`src/rtl/cozy_mem_arbiter.sv`:
```
// Shares one synchronous-read RAM port between the cozy CPU and the video fetcher.
// Video wins up to VID_BURST consecutive slots. The stalled CPU is frozen via cpu_ce and sees its last read data held.
module cozy_mem_arbiter #(
  parameter int unsigned VID_BURST = 4
) (
  input  logic        clk,
  input  logic        reset_n,
  input  logic [15:0] cpu_addr,
  input  logic [1:0]  cpu_bwe,
  input  logic [15:0] cpu_dout,
  output logic [15:0] cpu_din,
  output logic        cpu_ce,
  input  logic        vid_req,
  input  logic [15:0] vid_addr,
  output logic        vid_ack,
  output logic        vid_valid,
  output logic [15:0] vid_data,
  output logic [15:0] ram_addr,
  output logic [1:0]  ram_bwe,
  output logic [15:0] ram_dout,
  input  logic [15:0] ram_din
);

  typedef enum logic [1:0] {
    OWN_NONE = 2'b00,
    OWN_CPU  = 2'b01,
    OWN_VID  = 2'b10
  } owner_t;

  localparam logic [3:0] BURST_CAP = 4'(VID_BURST);

  owner_t      last_owner;
  owner_t      next_owner;
  logic [3:0]  burst_cnt;
  logic [3:0]  burst_next;
  logic [15:0] cpu_hold;
  logic        gnt_vid;
  logic        gnt_cpu;

  always_ff @(posedge clk or negedge reset_n) begin
    if (!reset_n) begin
      last_owner <= OWN_NONE;
      burst_cnt  <= '0;
      cpu_hold   <= '0;
    end else begin
      last_owner <= next_owner;
      burst_cnt  <= burst_next;
      if (last_owner == OWN_CPU) begin
        cpu_hold <= ram_din;
      end
    end
  end

  // Grants depend on reset_n directly so neither side owns the RAM while reset is held.
  always_comb begin
    gnt_vid    = reset_n & vid_req & (burst_cnt < BURST_CAP);
    gnt_cpu    = reset_n & ~gnt_vid;
    next_owner = OWN_NONE;
    burst_next = '0;
    if (gnt_vid) begin
      next_owner = OWN_VID;
      burst_next = burst_cnt + 4'd1;
    end else if (gnt_cpu) begin
      next_owner = OWN_CPU;
    end
  end

  always_comb begin
    vid_ack   = gnt_vid;
    cpu_ce    = gnt_cpu;
    ram_addr  = gnt_cpu ? cpu_addr : vid_addr;
    ram_bwe   = gnt_cpu ? cpu_bwe : '0;
    ram_dout  = cpu_dout;
    vid_valid = (last_owner == OWN_VID);
    vid_data  = ram_din;
    cpu_din   = (last_owner == OWN_CPU) ? ram_din : cpu_hold;
  end

endmodule

```
`config.mk`:
```
export PLATFORM = sky130hd
export DESIGN_NAME = cozy_mem_arbiter
export DESIGN_NICKNAME = d
export VERILOG_FILES = /design/src/rtl/cozy_mem_arbiter.sv
export SDC_FILE = /design/constraint.sdc
export NUM_CORES = 1
export LEC_CHECK = 0
export BUFFER_PORTS_ARGS = -buffer_cell sky130_fd_sc_hd__buf_2
export CORE_ASPECT_RATIO = 1.2
export CORE_MARGIN = 2
export CORE_UTILIZATION = 35
export DETAILED_ROUTE_END_ITERATION = 8
export PLACE_DENSITY_LB_ADDON = 0.08
export SYNTH_ARGS = -nofsm -noshare
export SYNTH_HDL_FRONTEND = slang
export SYNTH_SLANG_ARGS = --single-unit
```
`constraint.sdc`:
```
create_clock -name clk -period 1.86 [get_ports clk]
set_input_delay 0.558 -clock clk [delete_from_list [all_inputs] [get_ports clk]]
set_output_delay 0.558 -clock clk [all_outputs]
set_load 0.01 [all_outputs]
```
* Word level (Yosys, flattened, before mapping) *
Index checks and enable logic that the tools add are counted.

cells by class
  $add $sub $neg = 1
  order comparisons = 1
  equal/unequal tests = 2
  mux-type cells = 6
  bitwise gates (word level) = 4

operator list
  cell                 count
  $mux 16              2
  $add 4x1->4 const B  1
  $lt 4x3->1 const B   1
  $mux 2               2
  $mux 4               1
  $and 1x1->1          3
  $eq 2x1->1 const B   1
  $eq 2x2->1 const B   1
  $mux 1               1
  $not 1->1            1

storage, ports and cells
  flip-flop bits (word level) = 22
  input bits = 69
  output and inout port bits = 69
  logic and storage cells = 17

* Depth between registers and ports, before layout *
  depth after elaboration = 6
  gate-level depth with buffers = 4
  gate-level depth less buffers = 2

* Least setup slack after synthesis *
No wires, ideal clock.

  path type = input-to-output
  start = input reset_n
  end = output ram_addr[10]
  arrival time = 1.340 ns
  data required time = 1.302 ns
  setup slack = -0.038 ns
  cell stages on the path = 4
  buffers on the path = 2
  path through = clkbuf_1 > clkbuf_1 > nand2_1 > o211ai_1

between the ends
  cells in the longest elaborated chain, start to end = 5

RTL lines
  what                       RTL line  text
  start: declaration         7         input logic reset_n,
  $and 1x1->1 (2 in series)  56        gnt_vid = reset_n & vid_req & (burst_cnt < BURST_CAP);
  $not 1->1                  57        gnt_cpu = reset_n & ~gnt_vid;
  $and 1x1->1 (*)            57
  $mux 16 (*)                71        ram_addr = gnt_cpu ? cpu_addr : vid_addr;
  end: declaration           18        output logic [15:0] ram_addr,

Every way passes the cells marked *; elsewhere a longest branch is shown, timed or not.

* Worst setup path in the final report *
  start = register burst_cnt[2]
  end = output ram_addr[1]

between the ends
  cells in the longest elaborated chain, start to end = 5

RTL lines
  what                      RTL line  text
  start: declaration        34        logic [3:0] burst_cnt;
  start signal: assignment  47        burst_cnt <= burst_next;
  $lt 4x3->1                56
  $and 1x1->1               56
  $not 1->1                 57
  $and 1x1->1               57
  $mux 16                   71

No other way between the ends.

==> flow_summary.toml <==
[synth]
synth_area_mm2 = 0.00159
synth_nets = 226
syn_inst = 156
yosysUniqueCellTypes = 17
avgSynthCellArea_um2 = 10.2
ys_ff_latch = 22
ys_warn_count = 0
yosysSeqAreaShare_pct = 34.7

[floorplanning]
pin_count = 138
core-area_mm2 = 0.00429
dieWidth_um = 65.4
rows = 26
die_area_mm2 = 0.00509
initial_core_util_pct = 36.9
die_h_um = 77.7

[sta]
slew_viol_final = 0
timing.fmax_ghz = 0.490
whs_ns = 0.244
fin_worst_skew_ns = 0.00612
final.setup.worst_slack_ns = -0.180
rsz0062_at_grt = "true"
post-route-period-util_pct = 110
setup_violations = 35
fin_crit_ns = 2.04
tns_ns = -4.40
hold_viol_final = 0

[grt]
grt_pass1_vias = 1440
grt_max_degree = 38
gr-total-overflow = 0
grt_usage_pct = 15.4
antenna_found_initial = 0
grt_pass1_wl_um = 6350

[cells_and_area]
final_net_count = 315
final_cell_mix = "buf_2 (87), buf_6 (22), dfrtp_1 (20)"
mostFrequentLayoutCell = "buf_2"
area.growth.synth_to_final_pct = 48.4
antennaDiodeCount = 0
drive_gt1_share_pct = 62.3
design_area_mm2 = 0.00235
final_util_pct = 54.8
stdcell_count = 300

[drt]
vias = 1432
drtIter0Drc = 28
routed_via_density = 4.77
drc = 0
ant_nets = 0
routedWlPerCell_um = 13.3
first_pass_iters = 4
routed_wl_um = 4000

[critical_path]
critPathCaptureType = "output pin"
cp.arrival_ns = 1.48
crit_type = "flop to output pin"
worst-path-buf-inv = 1
max_stage_delay_ns = 0.51
crit_path_max_fanout = 7
crit_family = "simple AND/OR/NAND/NOR gates"
cpMaxStageDelayCell = "or4bb_1"
cp.required_ns = 1.30
path_cells = "or4bb_1 > o211ai_1 > buf_2"
critPathLaunchType = "flop"

[power]
p_seq_share_pct = 35.1
powerDensity_mw_per_mm2 = 672
p_int_mw = 1.18
power.switching_mw = 0.404
combPwrFrac_pct = 37.8
pwr-share-clk_pct = 27.2
netSwitchingFraction_pct = 25.6
total_power_mw = 1.58
p_leak_nw = 1.19
ir_drop_mv = 0.266

[place]
dpl.cell_count = 287
hpwl_um = 3070
place_ws_ns = -0.118
gp_congestion = 0.674
place.port_buffers = 105
dpl_cell_area_mm2 = 0.00201

[worst_hold_path]
hold_path.class = "input pin to async pin"

[cts]
clkSlewWorstSetupHoldPaths_ns = 0.08
htree_num_levels = 1
numCtsBuffers = 3
cts_root_buf = "clkbuf_8"
clockBufferDepth = 2
cts_sinks = 22
clkLatencyLatePin_ns = 0.26
cts_tree = "built"

[run_status]
violations = "setup timing"
status = "finished, violations left"

[job]
maxCapViolCount = 0
## power groups by stage
stage | clock network (mW) | registers (mW) | logic (mW)
finish | 0.429 | 0.554 | 0.597
global route | 0.463 | 0.561 | 0.645
CTS | 0.442 | 0.553 | 0.539
detailed placement | 0 | 0.561 | 0.440
global placement | 0 | 0.558 | 0.432
floorplan | 0 | 0.556 | 0.285
## layer usage
metal,global-route usage (%),share of wire (%),vias up
met3,2.46,8.2,9
met1,16.3,37,655
met5,0,0,-
met2,29.2,53,80
li1,-,-,688
met4,6.46,1.7,0
## flip-flops by register name, summed over array words and instances, names as in the netlist
| signal | cells |
|---|---|
| last_owner | 2 |
| cpu_hold | 16 |
| burst_cnt | 4 |
## final timing paths
path	slack [ns]	from	cells after the start	endpoint
worst max-delay path	-0.18	burst_cnt[2]	3	ram_addr[1]
min in group clk	0.44	burst_cnt[0]	1	burst_cnt[0]
worst max register to register	0.53	burst_cnt[2]	5	burst_cnt[2]
max in group asynchronous	1.25	reset_n	3	cpu_hold[4]
worst min register to register	0.44	burst_cnt[0]	1	burst_cnt[0]
worst min-delay path	0.24	reset_n	2	burst_cnt[2]
## logic make-up (layout without fill, tap and decap cells)
family	count (synthesis)	count (layout)	share of synthesized area [%]
AO/OA/AOI/OAI	16	16	7.58
adder cells (fa/ha/maj)	1	1	0.789
buffers and inverters	42	130	18.2
flip-flops	22	22	34.7
multiplexers	16	16	11.4
other	1	1	0.237
AND/OR/NAND/NOR	58	58	27.2
## cell usage after synthesis
library cell  count  area share (%)
o211ai_1         16             7.6
buf_2             2            0.63
clkbuf_1          6             1.4
buf_4            34              16
mux2_2           16              11
nor2b_1           4             1.6
or4bb_1           3             2.1
dfrtp_1          22              35
nand2b_1         16             6.3
nand4bb_1        13             9.2
nor3b_4           1             1.2
ha_1              1            0.79
and3b_1           2             1.1
and4bb_4          1             1.0
and2_1            2            0.79
conb_1            1            0.24
nand2_1          16             3.8
## cell type report
type,instances,area [um^2]
Clock buffer,3,41.3
Clock inverter,1,30.0
Fill cell,396,1940
Multi-Input combinational cell,92,822
Sequential cell,22,553
Tap cell,56,70.1
Timing Repair Buffer,126,836
## worst register-to-register path: cells and delay by family, from the launching register on
kind,cells,cell delay [ns]
buf+inv,3,0.40
simple gates,2,0.42
flops,1,0.46
## timing repair
action / CTS / global route
hold buffers: 0 / 0
endpoints found under the setup margin: 36 / 36
endpoints found under the hold margin: 0 / 0
cloned: 1 / 0
buffers inserted: 3 / 6
pin swaps: 0 / 7
resized for setup: 29 / 18
No activity file was read; power rests on OpenSTA's default activity.
